--- config.mk ---
export PLATFORM = sky130hd
export DESIGN_NAME = aes_byte_framer
export DESIGN_NICKNAME = d
export VERILOG_FILES = /design/src/rtl/aes_byte_framer.sv
export SDC_FILE = /design/constraint.sdc
export NUM_CORES = 1
export LEC_CHECK = 0
export BUFFER_PORTS_ARGS = -buffer_cell sky130_fd_sc_hd__buf_2
export CELL_PAD_IN_SITES_DETAIL_PLACEMENT = 1
export CELL_PAD_IN_SITES_GLOBAL_PLACEMENT = 1
export CORE_MARGIN = 3
export CORE_UTILIZATION = 39
export DETAILED_ROUTE_END_ITERATION = 16
export PLACE_DENSITY_LB_ADDON = 0.1
export SLEW_MARGIN = 10
export SYNTH_ARGS = -nofsm -noshare
export SYNTH_HDL_FRONTEND = slang
export SYNTH_SLANG_ARGS = --single-unit
--- constraint.sdc ---
create_clock -name clk -period 2.4 [get_ports clk]
set_input_delay 0.24 -clock clk [delete_from_list [all_inputs] [get_ports clk]]
set_output_delay 0.24 -clock clk [all_outputs]
set_load 0.05 [all_outputs]
--- src/rtl/aes_byte_framer.sv ---
// aes_byte_framer: byte-serial load/unload wrapper around a fixed-latency AES-128 core
module aes_byte_framer #(
  parameter int LATENCY = 10
) (
  input  logic         clk,
  input  logic         rst_n,
  input  logic [7:0]   rx_data,
  input  logic         rx_valid,
  output logic         rx_ready,
  input  logic         key_reuse,
  output logic [127:0] aes_datain,
  output logic [127:0] aes_key,
  input  logic [127:0] aes_dataout,
  output logic [7:0]   tx_data,
  output logic         tx_valid,
  input  logic         tx_ready,
  output logic         busy,
  output logic         done
);
  localparam int WW = $clog2(LATENCY + 1);
  localparam logic [1:0] LOAD_DATA = 2'd0;
  localparam logic [1:0] LOAD_KEY  = 2'd1;
  localparam logic [1:0] WAIT      = 2'd2;
  localparam logic [1:0] SEND      = 2'd3;
  localparam logic [WW-1:0] WAIT_INIT = WW'(LATENCY - 1);
  logic [1:0]    state;
  logic [3:0]    byte_cnt;
  logic [3:0]    lane;
  logic [WW-1:0] wait_cnt;
  logic [127:0]  result;
  logic          rx_fire;
  logic          tx_fire;
  logic          last;
  logic          capture;
  assign rx_ready = state == LOAD_DATA || state == LOAD_KEY;
  assign busy     = state != LOAD_DATA;
  assign tx_valid = state == SEND;
  assign rx_fire  = rx_valid && rx_ready;
  assign tx_fire  = tx_valid && tx_ready;
  assign last     = byte_cnt == 4'd15;
  assign capture  = state == WAIT && wait_cnt == '0;
  // byte k of a block lives in lane 15-k, so the MSB byte goes first
  assign lane     = ~byte_cnt;
  assign tx_data  = result[{lane, 3'b000} +: 8];
  // sequencing: load data, optionally load key, count down the core latency, stream the result
  always_ff @(posedge clk or negedge rst_n)
    if (!rst_n) begin
      state    <= LOAD_DATA;
      byte_cnt <= '0;
      wait_cnt <= '0;
      done     <= 1'b0;
    end else begin
      done     <= tx_fire && last;
      byte_cnt <= (rx_fire || tx_fire) ? byte_cnt + 4'd1 : byte_cnt;
      wait_cnt <= (rx_fire && last) ? WAIT_INIT : (state == WAIT && wait_cnt != '0) ? wait_cnt - WW'(1) : wait_cnt;
      case (state)
        LOAD_DATA: if (rx_fire && last) state <= key_reuse ? WAIT : LOAD_KEY;
        LOAD_KEY:  if (rx_fire && last) state <= WAIT;
        WAIT:      if (capture) state <= SEND;
        default:   if (tx_fire && last) state <= LOAD_DATA;
      endcase
    end
  // datapath: shift bytes into plaintext/key registers and capture the ciphertext once
  always_ff @(posedge clk or negedge rst_n)
    if (!rst_n) begin
      aes_datain <= '0;
      aes_key    <= '0;
      result     <= '0;
    end else begin
      if (rx_fire && state == LOAD_DATA) aes_datain[{lane, 3'b000} +: 8] <= rx_data;
      if (rx_fire && state == LOAD_KEY) aes_key[{lane, 3'b000} +: 8] <= rx_data;
      if (capture) result <= aes_dataout;
    end
endmodule

* After elaboration in Yosys (flattened, before gate mapping)
Index checks and enable logic that the tools add are counted.
** Word-level totals
- Input bits :: 141
- Register bits :: 395
- Logic and storage cells :: 48
- Output and inout port bits :: 268
** Operators by class
- Shifts and indexed selects :: 3
- Bitwise gates (word level) :: 1
- Equal/unequal tests :: 7
- Add/sub/neg operators :: 3
- Reductions and logical operators :: 17
- Muxes and demuxes :: 10
** Operators with widths (count)
- $bwmux 128 :: 2
- $shift 8x9->128 const A :: 1
- $shiftx 128x8->8 :: 1
- $shiftx 8x9->128 :: 1
- $mux 2 :: 5
- $neg 7->9 :: 1
- $logic_and 1x1->1 :: 8
- $mux 4 :: 2
- $reduce_bool 4->1 :: 2
- $pmux 2 s3 :: 1
- $add 4x1->4 const B :: 1
- $eq 2x2->1 const B :: 2
- $eq 4x4->1 const B :: 1
- $logic_not 4->1 :: 1
- $ne 2x1->1 const B :: 2
- $not 4->4 :: 1
- $reduce_and 4->1 :: 1
- $reduce_bool 2->1 :: 2
- $sub 4x1->4 const B :: 1
- $eq 2x1->1 const B :: 1
- $logic_not 2->1 :: 1
- $logic_or 1x1->1 :: 2
- $ne 2x2->1 const B :: 1

* Logic depth before layout (Yosys ltp)
Gate-level depths: netlist of the first run.
- Word-level depth :: 6
- Mapped depth :: 10
- Mapped depth without buffers :: 7

* Worst setup path before layout of the first run
OpenSTA, ideal clock, no wires.
- Path kind :: flip-flop to flip-flop
- Start :: reg byte_cnt[1]
- End :: reg aes_key[0]
- Data arrival time :: 2.407 ns
- Cell stages (with the launch flop) :: 9
- Setup slack :: -0.132 ns
- Library setup time :: 0.125 ns
- Required time :: 2.275 ns
- Clock period less this slack :: 2.532 ns
- Cell sequence :: dfrtp_1 buf_2 buf_1 inv_1 ha_1 nor2b_1 nand4_1 nor2_2 mux2_2
** Between the ends
- Word-level cells in the longest chain between the ends :: 4
- Elaborated cells between the ends (all ways) :: 5
- Those cells by class :: 1 x add/sub; 2 x shift; 1 x mux; 1 x bitwise
** Ends and longest elaborated chain
- start, declared :: line 27 : logic [3:0] byte_cnt;
- start signal, assigned :: line 54 : byte_cnt <= (rx_fire || tx_fire) ? byte_cnt + 4'd1 : byte_cnt;
- $not 4->4 (*) :: line 43 : assign lane = ~byte_cnt;
- $neg 7->9 (*) :: line 71 : if (rx_fire && state == LOAD_KEY) aes_key[{lane, 3'b000} +: 8] <= rx_data;
- $shiftx 8x9->128 / $shift 8x9->128 (equally long branches) :: line 71
- $bwmux 128 (*) :: line 71
- end signal, assigned by index :: line 71
- end, declared :: line 12 : output logic [127:0] aes_key,
Mark *: on every way between the ends. The rest lies on a longest branch, timed or not.
A chain may end at the register's enable or synchronous reset.

* Worst setup path after layout of the first run
- Start :: reg byte_cnt[0]
- End :: out tx_data[4]
** Between the ends
- Word-level cells in the longest chain between the ends :: 2
** Ends and longest elaborated chain
- $not 4->4 :: line 43
- $shiftx 128x8->8 :: line 44 : assign tx_data = result[{lane, 3'b000} +: 8];
- end, declared :: line 14 : output logic [7:0] tx_data,
No other way between the ends.

==> results of run 1 <==
[area by class of cell]
class / instances / area (sq um) / share of cell area, %
clock buffer: 67 / 1351 / 5.741
inverter: 8 / 30.03 / 0.1276
sequential: 395 / 9888 / 42.01
tap: 539 / 674.4 / 2.865
timing repair buffer: 628 / 4494 / 19.09
antenna: 3 / 7.507 / 0.03189
multi-input combinational: 667 / 6922 / 29.41
clock inverter: 12 / 171.4 / 0.7282
[metal layers]
metal | share of wire (%) | up-vias | wire (um) | global-route usage [%]
met5 | 0 | - | 0 | 0
met4 | 2.7 | 0 | 1478 | 7.754
met3 | 4.9 | 86 | 2665 | 4.863
met2 | 49 | 297 | 26320 | 38.91
met1 | 44 | 6096 | 23530 | 31.14
li1 | - | 5254 | - | -
[report_power, final]
part           switching [mW]  leakage, nW  internal, mW
clock                    2.75        0.752          4.32
combinational            7.26         6.05          3.72
sequential              0.539         5.43          7.52
[cells in the final DEF (no fill, tap or decap), types with 11 or more instances in the layout]
cell / instances
sky130_fd_sc_hd__dfrtp_1: 394
sky130_fd_sc_hd__buf_6: 12
sky130_fd_sc_hd__mux4_2: 16
sky130_fd_sc_hd__nor2_2: 26
sky130_fd_sc_hd__mux2i_1: 13
sky130_fd_sc_hd__buf_12: 25
sky130_fd_sc_hd__buf_2: 399
sky130_fd_sc_hd__mux2_2: 376
sky130_fd_sc_hd__clkbuf_16: 47
sky130_fd_sc_hd__mux2_4: 16
sky130_fd_sc_hd__and2_1: 21
sky130_fd_sc_hd__nand2_1: 30
sky130_fd_sc_hd__nor2_4: 11
sky130_fd_sc_hd__buf_4: 56
sky130_fd_sc_hd__dlygate4sd3_1: 131
sky130_fd_sc_hd__nor2_1: 27
[registers in the layout (all words and copies together) (netlist names)]
register    cells
aes_datain    128
result        128
wait_cnt        4
done            1
state           2
aes_key       128
byte_cnt        4
[cells by family (layout without fill, tap and decap cells)]
kind of cell	count (synthesis)	count (layout)	synth area share, %
flops	395	395	59.14
compound gates	59	59	2.425
buf+inv	68	715	1.999
fa+ha+maj	10	10	0.7486
simple gates	159	160	5.015
other cells	0	3	0
mux	432	432	30.36
xor+xnor	6	6	0.3144
[worst max-delay path, cell delays in order (launching register included)]
cell and delay [ps]:
sky130_fd_sc_hd__dfrtp_4 500, sky130_fd_sc_hd__buf_12 160, sky130_fd_sc_hd__buf_12 130, sky130_fd_sc_hd__buf_16 140
sky130_fd_sc_hd__mux4_2 440, sky130_fd_sc_hd__a22oi_2 170, sky130_fd_sc_hd__nand2_1 110, sky130_fd_sc_hd__buf_6 170
[how the worst min path moves through the flow]
stage,endpoint
after floorplan,aes_datain[0]$_DFFE_PN0P_
after global placement,aes_key[64]$_DFFE_PN0P_
after detailed placement,aes_key[64]$_DFFE_PN0P_
after CTS,wait_cnt[2]$_DFFE_PN0P_
after global routing,aes_datain[33]$_DFFE_PN0P_
final,wait_cnt[2]$_DFFE_PN0P_
[stage by stage]
step           TNS (ps)  utilization [%]
2_1_floorplan    -440.8                -
3_3_place_gp          0            47.44
3_5_place_dp     -501.7            47.44
4_1_cts           -2240            55.33
5_1_grt           -5208            55.87
6_report          -1664            55.87
[timing repair]
action / in CTS / in global routing
gates resized for setup: 80 / 57
gates cloned: 4 / 1
hold buffers: 131 / 0
pin swaps: 20 / 15
endpoints found under the setup margin: 40 / 164
buffers inserted: 4 / 3
hold endpoints to repair: 181 / 0
==> metrics.csv, run 1 <==
metric,value,unit
post_synth_main_area_contributors,"sky130_fd_sc_hd__dfrtp_1 (59%), sky130_fd_sc_hd__mux2_2 (25%), sky130_fd_sc_hd__mux4_2 (2.2%), sky130_fd_sc_hd__mux2i_1 (1.4%), sky130_fd_sc_hd__mux2_4 (1.4%)",
drc_errors,0,
worstHoldStart,rx_valid,
floorplan.initialDensity,39.67,%
stdcell_count,2319,
h_tree_depth_reported_by_cts,2,
netlist_instances,1129,
type_of_the_setup_path_with_the_least_slack,reg2out,
drt-pass1-iter-count,5,
worst-endpoint-required,2160,ps
hold_violations,0,
grt_remaining_overflow,0,
timing.final.max_slew_violations,0,
minimum_period_implied_by_the_final_worst_setup_slack,2620,ps
end_kind,primary output,
cts_max_path_buffers,3,
port_buffers,408,
routed_wl,53990,um
cts_inserted_buffers,45,
detail_route.vias_per_cell,5.060,
setup_ws,-220.4,ps
failed_checks,negative setup slack,
chipWidth,213.0,um
synth_largest_area_cell,sky130_fd_sc_hd__dfrtp_1,
critical_path_peak_fanout,8,
cts_tree,done,
number_of_synthesis_warnings,0,
synth_enable_flop_cells,0,
worstSkewPairLatency,560,ps
synth_commonest_cells,"sky130_fd_sc_hd__dfrtp_1 (395), sky130_fd_sc_hd__mux2_2 (376), sky130_fd_sc_hd__nor2_1 (42)",
max-slew-margin-rel,62.72,%
run_status,"complete, but fails checks",
postSynthNetCount,1280,
avgSynthCellArea,14.80,sq um
post-layout-total-power,26.11,mW
area.growth.synth_to_final,40.83,%
grt_antenna_before_repair,3,
placement_rows,75,
num-nets-final,1896,
synth.most_common_cell,sky130_fd_sc_hd__dfrtp_1,
clock_sinks,395,
detailed_place.area,19990,sq um
layout.filler_cells,4182,
reg2reg_slack,-20,ps
final_layout_size_suffix_gt1_share,60.83,%
period_share,109.2,%
reg2reg_depth,8,
critPathLaunch,byte_cnt[0]$_DFFE_PN0P_,
final.setup_skew,14.34,ps
num_vias,11730,
placeableCoreArea,42130,sq um
final_hold_slack,221.7,ps
global_route.usage.total,23.53,%
grt_max_degree,70,
drt-initial-drc-count,493,
critical_path.startpoint_type,register,
setup.worst_path.end,tx_data[4],
mappedNetlistArea,16710,sq um
setup_viol,20,
postSynth.asyncResetShare,100.0,%
final_area,23540,sq um
place_inst,2095,
timing.rr.start,byte_cnt[1]$_DFFE_PN0P_,
synth_seq_area_share,59.14,%
power.ir.vdd_worst,0.6538,mV
timing.critical_path.arrival,2380,ps
share_of_the_synthesized_area_in_the_top_cell_type,59.14,%
cts.clk_slew.worst_paths,60,ps
die_area,45380,sq um
grt_pass1_vias,13020,
dp_slack,-63.03,ps
min_path_cells,4,
routedWlPerCell,23.28,um
gp_congestion,0.7511,
max_cap_violations,0,
grt_first_pass_wirelength,80460,um
cellPowerDensity,1109,nW/um^2
static-leakage-power,12.24,nW
hpwl,36650,um
worstMarginPinSlew,559.2,ps
synth_cell_types,47,
ios,409,
ctsRootBufferMaster,sky130_fd_sc_hd__clkbuf_16,
hold_path_class,in2reg,
unrepaired_setup_endpoints_after_global_routing,true,
reg2reg_to,aes_datain[20]$_DFFE_PN0P_,
fmaxAchievable,381.6,MHz
antenna_violating_nets_post_route,0,
synth-main-ff-cell,sky130_fd_sc_hd__dfrtp_1,
ys_seq_elements,395,
die_h,213.0,um
Note: power is estimated with default switching activity, not from simulation.
==> inputs of run 2 (changes only) <==
==> constraint.sdc (replaced) <==
create_clock -name clk -period 2.4 [get_ports clk]
set_input_delay 0.36 -clock clk [delete_from_list [all_inputs] [get_ports clk]]
set_output_delay 0.36 -clock clk [all_outputs]
set_load 0.05 [all_outputs]
==> run 2 against run 1 <==
Effect of this change: the run still ends with negative setup slack left; utilization is 2.9 points lower; count of clock-buffer cells in the layout is 3 lower; sequential power hardly changed; non-clock buffer count is 105 lower; first-iteration DRC count is 2.6% lower; combinational power hardly changed; power is 1.7% lower; wire length is 4.8% lower; largest power group unchanged.
==> metrics.csv, run 2 (synthesis gave the netlist of run 1 again) <==
metric,value,unit
die_area,45380,sq um
fmaxAchievable,364.4,MHz
routed_wl,51400,um
unrepaired_setup_endpoints_after_global_routing,true,
cpMostUsedCell,sky130_fd_sc_hd__buf_12,
grt_first_pass_wirelength,76330,um
stdcell_count,2212,
share_of_the_core_filled_with_cells,52.97,%
max_cap_violations,0,
critical_path.startpoint_type,register,
final_hold_slack,30.59,ps
layout.filler_cells,4285,
post-layout-total-power,25.66,mW
drc_errors,0,
run_status,"complete, but fails checks",
num-nets-final,1789,
worstSkewPairLatency,570,ps
detailed_place.area,20040,sq um
cts.clk_slew.worst_paths,60,ps
detail_route.vias_per_cell,5.078,
layout.cells.most_common_list,"sky130_fd_sc_hd__buf_2 (399), sky130_fd_sc_hd__dfrtp_1 (393), sky130_fd_sc_hd__mux2_2 (376)",
hold_path_class,in2reg,
max-slew-margin-rel,61.65,%
power.ir.vdd_worst,0.5946,mV
gp_congestion,0.7743,
placement_rows,75,
global_route.usage.total,22.39,%
port_buffers,408,
setup_viol,8,
cellPowerDensity,1150,nW/um^2
grt_antenna_before_repair,2,
floorplan.initialDensity,39.67,%
grt_pass1_vias,12310,
final_layout_size_suffix_gt1_share,64.43,%
antenna_violating_nets_post_route,0,
cp_slowest_stage_delay,560,ps
clock_sinks,395,
die_h,213.0,um
period_share,114.3,%
critical_path_peak_fanout,8,
timing.final.max_slew_violations,0,
dp_slack,-1.213,ps
cts_max_path_buffers,3,
timing.critical_path.arrival,2380,ps
place_inst,2094,
grt_remaining_overflow,0,
end_kind,primary output,
final.setup_skew,20.54,ps
failed_checks,negative setup slack,
worst-endpoint-required,2040,ps
chipWidth,213.0,um
drt-pass1-iter-count,6,
commonest_non_fill_non_tap_cell_in_the_layout,sky130_fd_sc_hd__buf_2,
h_tree_depth_reported_by_cts,2,
ios,409,
grt_max_degree,63,
totalNegativeSetupSlack,-2514,ps
final_area,22320,sq um
timing.critical_path.cells,buf_12 -> buf_12 -> mux4_2 -> a22oi_2 -> nand2_2 -> buf_6,
routedWlPerCell,23.24,um
hpwl,37280,um
cts_tree,done,
setup_ws,-344.0,ps
layout_top_registers,"aes_datain x128, aes_key x128, result x128",
drt-initial-drc-count,480,
ctsRootBufferMaster,sky130_fd_sc_hd__clkbuf_16,
area.growth.synth_to_final,33.52,%
minimum_period_implied_by_the_final_worst_setup_slack,2744,ps
num_vias,11230,
hold_violations,0,
cts_inserted_buffers,44,
cell_with_the_biggest_individual_delay_on_the_critical_path,sky130_fd_sc_hd__mux4_2,
placeableCoreArea,42130,sq um
worstMarginPinSlew,575.2,ps
static-leakage-power,11.78,nW
type_of_the_setup_path_with_the_least_slack,reg2out,
## run 2: area by class of cell
class	count	area [sq um]	area share [%]
Inverter	8	30.03	0.1346
Sequential cell	395	9889	44.31
Clock inverter	14	181.4	0.8129
Tap cell	539	674.4	3.022
Clock buffer	64	1308	5.859
Multi-Input combinational cell	666	6794	30.44
Timing Repair Buffer	523	3433	15.38
Antenna cell	3	7.507	0.03364
## run 2: final timing paths
kind	start	end	slack, ps	depth (start not counted)
worst max-delay path	byte_cnt[0]$_DFFE_PN0P_	tx_data[0]	-340	6
worst min register to register	aes_key[69]$_DFFE_PN0P_	aes_key[69]$_DFFE_PN0P_	500	1
worst min-delay path	aes_dataout[109]	result[109]$_DFFE_PN0P_	30	2
min in group asynchronous	rst_n	aes_datain[34]$_DFFE_PN0P_	350	2
worst max register to register	byte_cnt[0]$_DFFE_PN0P_	aes_key[20]$_DFFE_PN0P_	70	8
max in group asynchronous	rst_n	aes_key[84]$_DFFE_PN0P_	1210	3
## run 2: worst max-delay path: cells and delay by family, from the launching register on
kind	cells	cell delay, ps
muxes	1	560
and+or+nand+nor	1	100
DFF	1	460
buffers and inverters	3	490
AOI/OAI and AO/OA	1	190
## run 2: repair_timing
action | CTS | global route
gates resized for setup | 74 | 40
pin swaps | 14 | 15
endpoints found under the setup margin | 17 | 164
hold buffers | 24 | 0
cloned | 5 | 0
buffers inserted | 7 | 2
hold endpoints to repair | 75 | 0
## run 2: report_power, final
part	switching (mW)	internal [mW]
Clock	2.73	4.20
Combinational	7.12	3.56
Sequential	0.524	7.52
## run 2: per-layer routing
metal  global-route usage (%)  up-vias  share of wire [%]
met5                        0        -                  0
met4                    5.460        0                2.1
met3                    5.172       58                5.4
met2                    36.13      276                 47
met1                    30.86     5845                 45
li1                         -     5054                  -
